--- src/rtl/mem_port_ctrl_pkg.sv ---
// Shared types and helpers for the byte-serial memory port controller.
// Optional round-robin arbitration is selected with MEM_PORT_RR_ARB_EN.
package mem_port_ctrl_pkg;

  typedef enum logic {
    MPC_IDLE = 1'b0,
    MPC_XFER = 1'b1
  } mpc_state_e;

  // Index/count width that stays legal when the range has a single entry.
  function automatic int width_of(input int count);
    return (count > 1) ? $clog2(count) : 1;
  endfunction

endpackage

--- src/rtl/mem_port_arb.sv ---
// Combinational channel arbiter: fixed priority (highest index wins) by default,
// round-robin with a registered pointer when MEM_PORT_RR_ARB_EN is defined.
module mem_port_arb
  import mem_port_ctrl_pkg::*;
#(
  parameter int  NUM_CH = 2,
  localparam int IDX_W  = width_of(NUM_CH)
) (
`ifdef MEM_PORT_RR_ARB_EN
  input  logic              clk,
  input  logic              rst,
  input  logic              adv,
`endif
  input  logic [NUM_CH-1:0] req,
  output logic              any,
  output logic [IDX_W-1:0]  gnt
);

  assign any = |req;

`ifdef MEM_PORT_RR_ARB_EN
  logic [IDX_W-1:0] ptr_q;

  // NOTE: every variable written in always_comb gets a default first, so no
  // path through the block leaves it unassigned and no latch is inferred.
  always_comb begin
    int idx;
    idx = 0;
    gnt = ptr_q;
    // Walk from the farthest candidate back to ptr_q so the nearest one wins.
    for (int k = NUM_CH - 1; k >= 0; k--) begin
      idx = (int'(ptr_q) + k) % NUM_CH;
      if (req[idx]) gnt = IDX_W'(idx);
    end
  end

  always_ff @(posedge clk) begin
    if (rst) begin
      ptr_q <= '0;
    end else if (adv) begin
      ptr_q <= (int'(gnt) == NUM_CH - 1) ? '0 : gnt + IDX_W'(1);
    end
  end
`else
  always_comb begin
    gnt = '0;
    for (int i = 0; i < NUM_CH; i++) begin
      if (req[i]) gnt = IDX_W'(i);
    end
  end
`endif

endmodule

--- src/rtl/mem_port_ctrl.sv ---
// N-channel byte-serial memory port controller: arbitrates requesters onto one
// 8-bit bus and serialises little-endian transfers. Macro: MEM_PORT_RR_ARB_EN.
module mem_port_ctrl
  import mem_port_ctrl_pkg::*;
#(
  parameter int  NUM_CH    = 2,
  parameter int  ADDR_W    = 32,
  parameter int  MAX_BYTES = 4,
  localparam int DW        = 8 * MAX_BYTES,
  localparam int SZ_W      = width_of(MAX_BYTES)
) (
  input  logic                     clk,
  input  logic                     rst,
  input  logic                     rdy,
  input  logic [NUM_CH-1:0]        req_i,
  input  logic [NUM_CH-1:0]        we_i,
  input  logic [NUM_CH*ADDR_W-1:0] addr_i,
  input  logic [NUM_CH*SZ_W-1:0]   size_i,
  input  logic [NUM_CH*DW-1:0]     wdata_i,
  output logic [NUM_CH-1:0]        done_o,
  output logic [DW-1:0]            rdata_o,
  output logic                     busy_o,
  input  logic [7:0]               mem_din,
  output logic [7:0]               mem_dout,
  output logic [ADDR_W-1:0]        mem_a,
  output logic                     mem_wr
);

  localparam int IDX_W = width_of(NUM_CH);
  localparam int CNT_W = SZ_W + 1;

  mpc_state_e        state_q, state_d;
  logic [IDX_W-1:0]  gnt, g_q;
  logic              any_req;
  logic [NUM_CH-1:0] req_m;
  logic              we_q;
  logic [SZ_W-1:0]   size_q;
  logic [CNT_W-1:0]  iss_q, cap_q, n_bytes, cap_next;
  logic              cap_pend_q;
  logic [DW-1:0]     wsh_q, rdata_q;
  logic [NUM_CH-1:0] done_q;
  logic [ADDR_W-1:0] mem_a_q;
  logic              grant, issuing, issue_now, last_issue, finish;

  // A channel being told "done" this cycle must not win a fresh grant.
  assign req_m = req_i & ~done_q;

  mem_port_arb #(.NUM_CH(NUM_CH)) u_arb (
`ifdef MEM_PORT_RR_ARB_EN
    .clk (clk),
    .rst (rst),
    .adv (grant),
`endif
    .req (req_m),
    .any (any_req),
    .gnt (gnt)
  );

  assign n_bytes    = CNT_W'(size_q) + CNT_W'(1);
  assign issuing    = (state_q == MPC_XFER) && (iss_q < n_bytes);
  assign issue_now  = issuing && rdy;
  assign last_issue = issue_now && (iss_q == n_bytes - CNT_W'(1));
  assign cap_next   = cap_q + CNT_W'(cap_pend_q);
  assign grant      = (state_q == MPC_IDLE) && rdy && any_req;
  // Reads finish once the last byte is (or already was) captured.
  assign finish     = (state_q == MPC_XFER) && rdy &&
                      (we_q ? last_issue : (cap_next == n_bytes));

  always_comb begin
    state_d = state_q;
    busy_o  = (state_q == MPC_XFER);
    mem_wr  = issue_now && we_q;
    case (state_q)
      MPC_IDLE: if (grant)  state_d = MPC_XFER;
      MPC_XFER: if (finish) state_d = MPC_IDLE;
    endcase
  end

  // NOTE: clocked state uses non-blocking assignments so every register
  // samples pre-edge values regardless of statement or process order.
  always_ff @(posedge clk) begin
    if (rst) state_q <= MPC_IDLE;
    else     state_q <= state_d;
  end

  always_ff @(posedge clk) begin
    if (rst) begin
      g_q        <= '0;
      we_q       <= 1'b0;
      size_q     <= '0;
      iss_q      <= '0;
      cap_q      <= '0;
      cap_pend_q <= 1'b0;
      wsh_q      <= '0;
      rdata_q    <= '0;
      done_q     <= '0;
      mem_a_q    <= '0;
    end else begin
      done_q <= '0;
      if (finish) done_q[g_q] <= 1'b1;
      cap_pend_q <= issue_now && !we_q;
      if (grant) begin
        g_q     <= gnt;
        we_q    <= we_i[gnt];
        size_q  <= size_i[int'(gnt)*SZ_W +: SZ_W];
        mem_a_q <= addr_i[int'(gnt)*ADDR_W +: ADDR_W];
        wsh_q   <= wdata_i[int'(gnt)*DW +: DW];
        iss_q   <= '0;
        cap_q   <= '0;
        rdata_q <= '0;
      end else begin
        // The bus holds the last address and byte once issue is complete.
        if (issue_now) begin
          iss_q <= iss_q + CNT_W'(1);
          if (!last_issue) begin
            mem_a_q <= mem_a_q + ADDR_W'(1);
            wsh_q   <= wsh_q >> 8;
          end
        end
        // Capture ignores rdy: the byte on mem_din is only valid this cycle.
        if (cap_pend_q) begin
          rdata_q[8*int'(cap_q[SZ_W-1:0]) +: 8] <= mem_din;
          cap_q <= cap_next;
        end
      end
    end
  end

  assign done_o   = done_q;
  assign rdata_o  = rdata_q;
  assign mem_a    = mem_a_q;
  assign mem_dout = wsh_q[7:0];

endmodule

--- config.mk ---
export PLATFORM = sky130hd
export DESIGN_NAME = mem_port_ctrl
export DESIGN_NICKNAME = d
export VERILOG_FILES = /design/src/rtl/mem_port_ctrl_pkg.sv /design/src/rtl/mem_port_arb.sv /design/src/rtl/mem_port_ctrl.sv
export SDC_FILE = /design/constraint.sdc
export NUM_CORES = 1
export LEC_CHECK = 0
export CAP_MARGIN = 15
export CORE_AREA = 2 2 123 125
export CTS_BUF_LIST = sky130_fd_sc_hd__clkbuf_4
export DETAILED_ROUTE_END_ITERATION = 16
export DIE_AREA = 0 0 125 127
export PLACE_DENSITY_LB_ADDON = 0.05
export SYNTH_ARGS = -nofsm -noshare
export SYNTH_HDL_FRONTEND = slang
export SYNTH_SLANG_ARGS = --single-unit
export TNS_END_PERCENT = 20
--- constraint.sdc ---
create_clock -name clk -period 3.2 [get_ports clk]
set_clock_uncertainty 0.15 [all_clocks]
set_input_delay 0.32 -clock clk [delete_from_list [all_inputs] [get_ports clk]]
set_output_delay 0.32 -clock clk [all_outputs]
set_load 0.02 [all_outputs]
Yosys cells after proc, flatten, opt, wreduce, memory -nomap -nowiden
Index checks and enable logic that the tools add are counted. W data, S select, Z words.

Flip-flop bits (word level): 110. Bits in latches: 0. Bits in writable memories: 0. ROM bits: 0. Logic and storage cells: 65. Memories kept: 0.

$add $sub $neg: 6. $mul: 0. Divide/modulo/power cells: 0. $lt $le $gt $ge: 4. Equal/unequal tests: 3. Shift-type cells: 5. Mux-type cells: 16. Bitwise operators: 4. Reduce and logical (&&, ||, !) cells: 16.

Operators with widths (number): $mux W32 (6); $shiftx A64 B7 Y32 (2); $neg A5 Y33 (1); $shift A8 B33 Y32 const A (1); $shiftx A8 B33 Y32 (1); $add A32 B1 Y32 const B (1); $bwmux W32 (1); $logic_and A1 B1 Y1 (10); $mux W1 (7); $eq A3 B3 Y1 (2); $reduce_or A2 Y1 (3); $lt A1 B2 Y1 const B (2); $shiftx A4 B3 Y2 (1); $add A2 B1 Y3 const B (1); $add A3 B1 Y3 (1); $add A3 B1 Y3 const B (1); $lt A3 B3 Y1 (1); $sub A3 B1 Y3 const B (1); $and A2 B2 Y2 (1); $ne A2 B2 Y1 const B (1); $not A1 Y1 (2); $not A2 Y2 (1); $pmux W1 S2 (1); $reduce_and A2 Y1 (1); other kinds (4) (4).

Depth between registers and ports, before layout
Gate-level depths: netlist of the first run.

Word-level depth: 9. Depth in mapped cells: 11.

By module
A second synthesis of the first run with hierarchy kept.

Cells, all modules: 661. Area, all modules: 5958.2 um^2.

Modules (own cells, without submodules): mem_port_ctrl (times used 1, cells each 659, area an instance 5944.5 um^2); mem_port_arb (times used 1, cells each 2, area an instance 13.8 um^2).

Worst setup path after synthesis of the first run
No wires, ideal clock.

Kind: reg2reg. Start: register size_q[0]. End: register mem_a_q[27], in the netlist mem_a[27]. Setup time: 0.122 ns. Arrival: 2.866 ns. Data required time: 2.928 ns. Path slack: 0.063 ns. Cell stages (with the launch flop): 11. Path buffers: 2. Clock period less this slack: 3.137 ns. Path through: dfxtp_1 ha_1 inv_1 ha_1 and3b_1 or4_1 buf_2 or3_1 buf_2 o31a_1 o311a_1.

Cells in the longest elaborated chain, start to end: 7. Elaborated cells between the ends (all ways): 10. Those cells by class: add/sub (2); order compare (1); eq/ne (2); reduce/logical (5).

RTL lines: from (decl) (line mem_port_ctrl.sv:37) `logic [SZ_W-1:0] size_q;`; from (signal assigned) (line mem_port_ctrl.sv:105) `size_q <= size_i[int'(gnt)*SZ_W +: SZ_W];`; $add A2 B1 Y3 (*) (line mem_port_ctrl.sv:59) `assign n_bytes = CNT_W'(size_q) + CNT_W'(1);`; parallel branches: the longest is 5 deep, another holds $sub A3 B1 Y3; $reduce_and A2 Y1 (no source line) (*); to (signal assigned) (line mem_port_ctrl.sv:106) `mem_a_q <= addr_i[int'(gnt)*ADDR_W +: ADDR_W];`; to (signal assigned) (line mem_port_ctrl.sv:116) `mem_a_q <= mem_a_q + ADDR_W'(1);`; to (decl) (line mem_port_ctrl.sv:42) `logic [ADDR_W-1:0] mem_a_q;`.

Mark *: on every way between the ends. A chain may end at the register's enable or synchronous reset.

Final worst setup path of the first run
Start: register size_q[0]. End: register mem_a_q[13], in the netlist mem_a[13].

Same word-level chain as after synthesis.

==> results.sh, run 1 <==
export IMPL_run_status="finished clean"
export IMPL_grt_pass1_wl_microns=29800
export IMPL_first_global_vias=5962
export IMPL_power_density_cell_area_mw_per_mm2=379
export IMPL_finalWorstPathRequiredPeriod_ns=3.08
export IMPL_maxCapViolations=0
export IMPL_grt_start_max_net_pins=52
export IMPL_timing_slew_headroom_pct=66.2
export IMPL_min_path_type="in2reg"
export IMPL_gr_max_usage_layer="met2"
export IMPL_vias_per_cell=5.46
export IMPL_tightestPinTransition_ns=0.505
export IMPL_p_total_mw=3.21
export IMPL_die_area_sq_mm=0.0159
export IMPL_drc=0
export IMPL_cellInternalPower_mw=2.17
export IMPL_wire_per_inst_microns=16.2
export IMPL_cts_htree_levels=3
export IMPL_synth_edf_count=0
export IMPL_worstPathMaxFanout=13
export IMPL_clock_insertion_delay_worst_skew_ns=0.52
export IMPL_cts_buffers=9
export IMPL_track_usage_pct=22.9
export IMPL_drive_gt1_share_pct=5.83
export IMPL_post_synth_inst_count=774
export IMPL_synth_ff_type="sky130_fd_sc_hd__dfxtp_1"
export IMPL_rr_worst_depth=9
export IMPL_timing_setup_tns_ns=0
export IMPL_power_combinational_fraction_pct=27.0
export IMPL_hold_depth=2
export IMPL_yosysWarnings=0
export IMPL_synth_seq_area_share_pct=37.6
export IMPL_crit_required_ns=3.50
export IMPL_synth_top_cell_area_share_pct=37.6
export IMPL_worstReg2RegStart="size_q[0]"
export IMPL_layout_cells_most_common="sky130_fd_sc_hd__clkdlybuf4s50_1"
export IMPL_portBuffers=222
export IMPL_post_dp_hpwl_microns=14100
export IMPL_proportion_of_register_bits_with_asynchronous_set_or_reset_after_synthesis_pct=0
export IMPL_timing_final_max_slew_violations=0
export IMPL_crit_path_max_incr_delay_ns=0.53
export IMPL_syn_nets=935
export IMPL_final_antenna_net_count=0
export IMPL_grt_ovfl_total=0
export IMPL_root_buffer_selected_by_cts="sky130_fd_sc_hd__clkbuf_4"
export IMPL_finalHoldWorstSlack_ns=0.0828
export IMPL_design_final_nets=1133
export IMPL_worstSetupEndpointType="flip-flop"
export IMPL_insertedDiodeCount=0
export IMPL_core_area_sq_mm=0.0144
export IMPL_postRouteWirelength_microns=18800
export IMPL_p_seq_share_pct=48.9
export IMPL_timing_final_crit_share_pct=96.3
export IMPL_cts_sinks=110
export IMPL_synthesis_area_sq_mm=0.00586
export IMPL_worst_path_most_repeated_cell="sky130_fd_sc_hd__ha_1"
export IMPL_peakVddDrop_mv=0.183
export IMPL_postLayoutSetupSlackWorst_ns=0.117
export IMPL_power_clock_fraction_pct=24.2
export IMPL_areaGrowthSynthToFinish_pct=44.8
export IMPL_grt_util_met1_pct=29.5
export IMPL_area_used_by_multi_input_combinational_logic_sq_mm=0.00338
export IMPL_gr_usage_met2_pct=38.7
export IMPL_total_switching_power_mw=1.04
export IMPL_slowest_stage="sky130_fd_sc_hd__or4_1"
export IMPL_regToRegEndpoint="mem_a[13]"
export IMPL_cts_clk_slew_worst_paths_ns=0.18
export IMPL_worst_r2r_setup_slack_ns=0.12
export IMPL_boundary_pin_count=223
export IMPL_cell_types_occupying_the_most_area_after_synthesis="sky130_fd_sc_hd__dfxtp_1, sky130_fd_sc_hd__nand2_1, sky130_fd_sc_hd__nor2_1, sky130_fd_sc_hd__nor4_1, sky130_fd_sc_hd__a22oi_1"
export IMPL_dr_first_iter_drc_count=403
export IMPL_whs_endpoint="busy_o"
export IMPL_final_cell_mix="sky130_fd_sc_hd__clkdlybuf4s50_1, sky130_fd_sc_hd__nand2_1, sky130_fd_sc_hd__dfxtp_1"
export IMPL_post_synth_cell_area_avg_sq_um=7.57
export IMPL_vias=6338
export IMPL_critical_path_cell_chain="ha_1 -> inv_1 -> ha_1 -> and3b_1 -> or4_1 -> or3_4 -> buf_4 -> or3_1 -> a31oi_1"
export IMPL_min_from="rst"
export IMPL_detail_route_first_pass_iterations=5
export IMPL_max_clk_rate_ghz=0.324
export IMPL_hold_viol=0
export IMPL_floorplan_die_height_microns=127
export IMPL_path_class="reg2reg"
export IMPL_die_extent_in_x_microns=125
export IMPL_most_area_hungry_cell_type_in_the_yosys_netlist="sky130_fd_sc_hd__dfxtp_1"
export IMPL_timing_critical_path_from_type="flip-flop"
export IMPL_starting_density_pct=40.6
export IMPL_preCtsSetupSlack_ns=-0.0414
export IMPL_ys_types=49
export IMPL_gp_congestion=0.795
export IMPL_synth_seq_cells=110
export IMPL_p_leak_nw=3.26
export IMPL_power_share_switching_pct=32.5
export IMPL_number_of_fill_cells_in_the_layout=1337
export IMPL_setup_viol_count_final=0
export IMPL_fp_row_count=44
export IMPL_max_clock_path_buffers=2
export IMPL_tritoncts="built"
export IMPL_layout_area_seq_sq_mm=0.00220
export IMPL_cp_data_arrival_time_ns=3.39
export IMPL_antenna_violations_before_repair=0
export IMPL_grtUsageMet3_pct=5.36
-- power groups by stage --
stage / Combinational, mW / Sequential, mW / Clock, mW
final: 0.866 / 1.57 / 0.776
after floorplan: 0.395 / 1.62 / 0
after detailed placement: 0.865 / 1.59 / 0
after global routing: 0.940 / 1.58 / 0.846
after CTS: 0.870 / 1.57 / 0.801
after global placement: 0.852 / 1.59 / 0
-- final cells by class --
| cell class | instances | area share (%) |
|---|---|---|
| tap | 184 | 2.71 |
| inverter | 10 | 0.442 |
| timing repair buffer | 251 | 29.1 |
| clock inverter | 7 | 1.08 |
| clock buffer | 9 | 0.796 |
| multi-input combinational | 590 | 39.9 |
| sequential | 110 | 26.0 |
-- state kept, by name (all words and copies together), names as in the netlist --
signal	flops
wsh_q	32
we_q	1
rdata_o	32
iss_q	3
done_o	2
cap_q	3
cap_pend_q	1
g_q	1
size_q	2
mem_a	32
busy_o	1
-- repair_timing --
action / in CTS / in global routing
setup endpoints to repair: 5 / 5
setup buffers: 0 / 0
pin swaps: 0 / 1
hold buffers: 0 / 0
gates resized for setup: 2 / 3
-- layer usage --
metal  vias up  wire length [microns]
li1       3145                      -
met4         0                    299
met1      2962                   8410
met2       210                   8900
met3        21                   1150
met5         -                      0
-- synth_stat cells (5+ instances only) --
library cell,n
sky130_fd_sc_hd__a21oi_1,23
sky130_fd_sc_hd__a22oi_1,32
sky130_fd_sc_hd__a311oi_1,7
sky130_fd_sc_hd__a31oi_1,14
sky130_fd_sc_hd__and3_1,34
sky130_fd_sc_hd__and4_1,6
sky130_fd_sc_hd__buf_1,6
sky130_fd_sc_hd__buf_4,8
sky130_fd_sc_hd__clkbuf_1,45
sky130_fd_sc_hd__dfxtp_1,110
sky130_fd_sc_hd__ha_1,14
sky130_fd_sc_hd__inv_1,10
sky130_fd_sc_hd__mux2i_1,8
sky130_fd_sc_hd__nand2_1,158
sky130_fd_sc_hd__nand3_1,35
sky130_fd_sc_hd__nand4_1,9
sky130_fd_sc_hd__nor2_1,80
sky130_fd_sc_hd__nor3_1,40
sky130_fd_sc_hd__nor4_1,39
sky130_fd_sc_hd__nor4b_1,7
sky130_fd_sc_hd__o21ai_0,6
sky130_fd_sc_hd__o311a_1,5
sky130_fd_sc_hd__or3_1,8
sky130_fd_sc_hd__or4_1,5
sky130_fd_sc_hd__xnor2_1,16
sky130_fd_sc_hd__xor2_1,5
-- worst max-delay path, delay by kind of cell, from the launching register on --
kind | cells | cell delay [ns]
AND/OR/NAND/NOR | 4 | 1.51
adder cells (fa/ha/maj) | 2 | 0.59
flip-flops | 1 | 0.38
buffers and inverters | 2 | 0.23
AO/OA/AOI/OAI | 1 | 0.18
-- through the flow --
stage,utilization [%],instance area (sq um),instances
6_report,58.8,8480,1161
3_3_place_gp,57.6,8310,1145
3_5_place_dp,57.6,8310,1145
2_1_floorplan,-,5860,774
5_1_grt,58.8,8480,1161
4_1_cts,58.7,8470,1161
-- cell families after synthesis --
logic type	count (synthesis)	share of synthesized area, %
AOI/OAI and AO/OA	104	12.3
xor gates and xnor gates	23	3.95
adders and majority gates	14	2.99
buffers and inverters	74	5.47
DFF	110	37.6
muxes	9	1.56
and+or+nand+nor	440	36.2
-- worst max-delay path by stage --
| stage | from | slack [ns] | end |
|---|---|---|---|
| after floorplan | size_q[0] | 0.06 | mem_a[27] |
| after global placement | size_q[0] | 0.06 | mem_a[27] |
| after detailed placement | size_q[0] | -0.04 | mem_a[13] |
| after CTS | size_q[0] | 0.06 | mem_wr |
| after global routing | size_q[0] | -0.02 | mem_wr |
| final | size_q[0] | 0.12 | mem_a[13] |
Note: power is estimated with default switching activity, not from simulation.
==> run 2, diff against run 1 <==
--- a/config.mk
+++ b/config.mk
@@ -6,10 +6,12 @@
 export NUM_CORES = 1
 export LEC_CHECK = 0
 export CAP_MARGIN = 15
-export CORE_AREA = 2 2 123 125
+export CELL_PAD_IN_SITES_DETAIL_PLACEMENT = 2
+export CELL_PAD_IN_SITES_GLOBAL_PLACEMENT = 2
+export CORE_AREA = 2 2 167 169
 export CTS_BUF_LIST = sky130_fd_sc_hd__clkbuf_4
 export DETAILED_ROUTE_END_ITERATION = 16
-export DIE_AREA = 0 0 125 127
+export DIE_AREA = 0 0 169 171
 export PLACE_DENSITY_LB_ADDON = 0.05
 export SYNTH_ARGS = -nofsm -noshare
 export SYNTH_HDL_FRONTEND = slang
==> results.sh, run 2 (synthesized netlist as in run 1, its figures left out) <==
export IMPL_worstSetupEndpointType="flip-flop"
export IMPL_finalWorstPathRequiredPeriod_ns=3.10
export IMPL_timing_final_crit_share_pct=96.9
export IMPL_cp_buffers_inverters=1
export IMPL_p_total_mw=3.25
export IMPL_post_dp_hpwl_microns=19200
export IMPL_boundary_pin_count=223
export IMPL_starting_density_pct=21.4
export IMPL_drc=0
export IMPL_antenna_violations_before_repair=1
export IMPL_peakVddDrop_mv=0.136
export IMPL_timing_final_max_slew_violations=0
export IMPL_run_status="finished clean"
export IMPL_number_of_fill_cells_in_the_layout=3135
export IMPL_portBuffers=222
export IMPL_p_leak_nw=3.29
export IMPL_cts_clk_slew_worst_paths_ns=0.20
export IMPL_cellInternalPower_mw=2.12
export IMPL_max_clk_rate_ghz=0.323
export IMPL_slowest_stage="sky130_fd_sc_hd__or3_1"
export IMPL_cts_htree_levels=3
export IMPL_areaGrowthSynthToFinish_pct=49.0
export IMPL_path_class="reg2reg"
export IMPL_clock_insertion_delay_worst_skew_ns=0.50
export IMPL_core_area_sq_mm=0.0273
export IMPL_utilization_pct=31.9
export IMPL_crit_path_max_incr_delay_ns=0.55
export IMPL_max_clock_path_buffers=2
export IMPL_tritoncts="built"
export IMPL_detail_route_first_pass_iterations=4
export IMPL_ctsHoldBuffers=0
export IMPL_vias=6512
export IMPL_die_area_sq_mm=0.0289
export IMPL_cts_buffers=9
export IMPL_cts_sinks=110
export IMPL_grt_ovfl_total=0
export IMPL_hold_viol=0
export IMPL_rsz0062_at_grt="false"
export IMPL_tightestPinTransition_ns=0.536
export IMPL_layout_area_seq_sq_mm=0.00220
export IMPL_grt_start_max_net_pins=53
export IMPL_worst_path_dominant_cell_family="simple AND/OR/NAND/NOR gates"
export IMPL_finalHoldWorstSlack_ns=0.135
export IMPL_timing_critical_path_from_type="flip-flop"
export IMPL_timing_slew_headroom_pct=64.2
export IMPL_area_used_by_multi_input_combinational_logic_sq_mm=0.00339
export IMPL_critical_path_cell_chain="ha_1 -> inv_1 -> ha_1 -> and3b_1 -> or3_1 -> or3_1 -> o31a_1 -> o311a_1"
export IMPL_layout_cells_most_common="sky130_fd_sc_hd__clkdlybuf4s50_1"
export IMPL_power_clock_fraction_pct=23.7
export IMPL_drive_gt1_share_pct=6.12
export IMPL_power_density_cell_area_mw_per_mm2=372
export IMPL_die_extent_in_x_microns=169
export IMPL_min_path_type="in2reg"
export IMPL_p_seq_share_pct=48.4
export IMPL_vias_per_cell=4.90
export IMPL_track_usage_pct=17.7
export IMPL_cp_data_arrival_time_ns=3.38
export IMPL_total_switching_power_mw=1.13
export IMPL_final_antenna_net_count=0
export IMPL_maxCapViolations=0
export IMPL_wire_per_inst_microns=19.0
export IMPL_final_cell_mix="sky130_fd_sc_hd__clkdlybuf4s50_1, sky130_fd_sc_hd__nand2_1, sky130_fd_sc_hd__dfxtp_1"
export IMPL_root_buffer_selected_by_cts="sky130_fd_sc_hd__clkbuf_4"
export IMPL_power_share_switching_pct=34.9
export IMPL_power_combinational_fraction_pct=27.9
export IMPL_dr_first_iter_drc_count=188
export IMPL_postRouteWirelength_microns=25300
export IMPL_design_final_nets=1137
export IMPL_grt_pass1_wl_microns=40100
export IMPL_worstPathMaxFanout=5
export IMPL_setup_viol_count_final=0
export IMPL_floorplan_die_height_microns=171
export IMPL_crit_required_ns=3.47
export IMPL_timing_setup_tns_ns=0
export IMPL_fp_row_count=61
export IMPL_first_global_vias=7167
export IMPL_postCtsSetupRepairBufs=0
export IMPL_gp_congestion=0.788
==> run 2: through the flow <==
step / instance area [sq um] / instances / setup WS, ns
2_1_floorplan: 5860 / 774 / 0.0626
3_3_place_gp: 8560 / 1311 / 0.0672
3_5_place_dp: 8560 / 1311 / -0.0762
4_1_cts: 8730 / 1327 / 0.0498
5_1_grt: 8730 / 1328 / 0.0182
6_report: 8730 / 1328 / 0.0996
==> run 2: metal layers <==
metal  up-vias  GRT usage [%]  share of wire [%]
met2       130           31.4                 50
met1      3214           22.2                 45
met3        13           3.59                4.2
met4         0           3.72               0.93
li1       3155              -                  -
met5         -              0                  0
==> run 2: layout make-up <==
type / instances / share of cell area (%)
clock buffers: 9 / 0.774
repair buffers: 255 / 28.8
diodes: 1 / 0.0287
well taps: 346 / 4.96
flip-flops and latches: 110 / 25.2
multi-input cells: 590 / 38.9
clock inverters: 7 / 0.932
inverters: 10 / 0.430
==> run 2: power groups by stage <==
stage	clock, mW	combinational (mW)	sequential (mW)
final	0.771	0.907	1.57
after global routing	0.888	0.994	1.59
after CTS	0.829	0.929	1.57
after detailed placement	0	0.922	1.60
after global placement	0	0.899	1.60
after floorplan	0	0.395	1.62
==> run 2: worst paths after layout <==
path | from | to | slack (ns) | cells past startpoint
max | size_q[0] | mem_a[26] | 0.1 | 8
min | rst | busy_o | 0.13 | 2
max reg2reg | size_q[0] | mem_a[26] | 0.1 | 8
min reg2reg | g_q | done_o[0] | 0.31 | 1
==> run 2: what timing repair did <==
action                     4_1_cts  5_1_grt
setup endpoints to repair        3        1
gates resized for setup          4        0
cloned                           0        0
pin swaps                        0        1
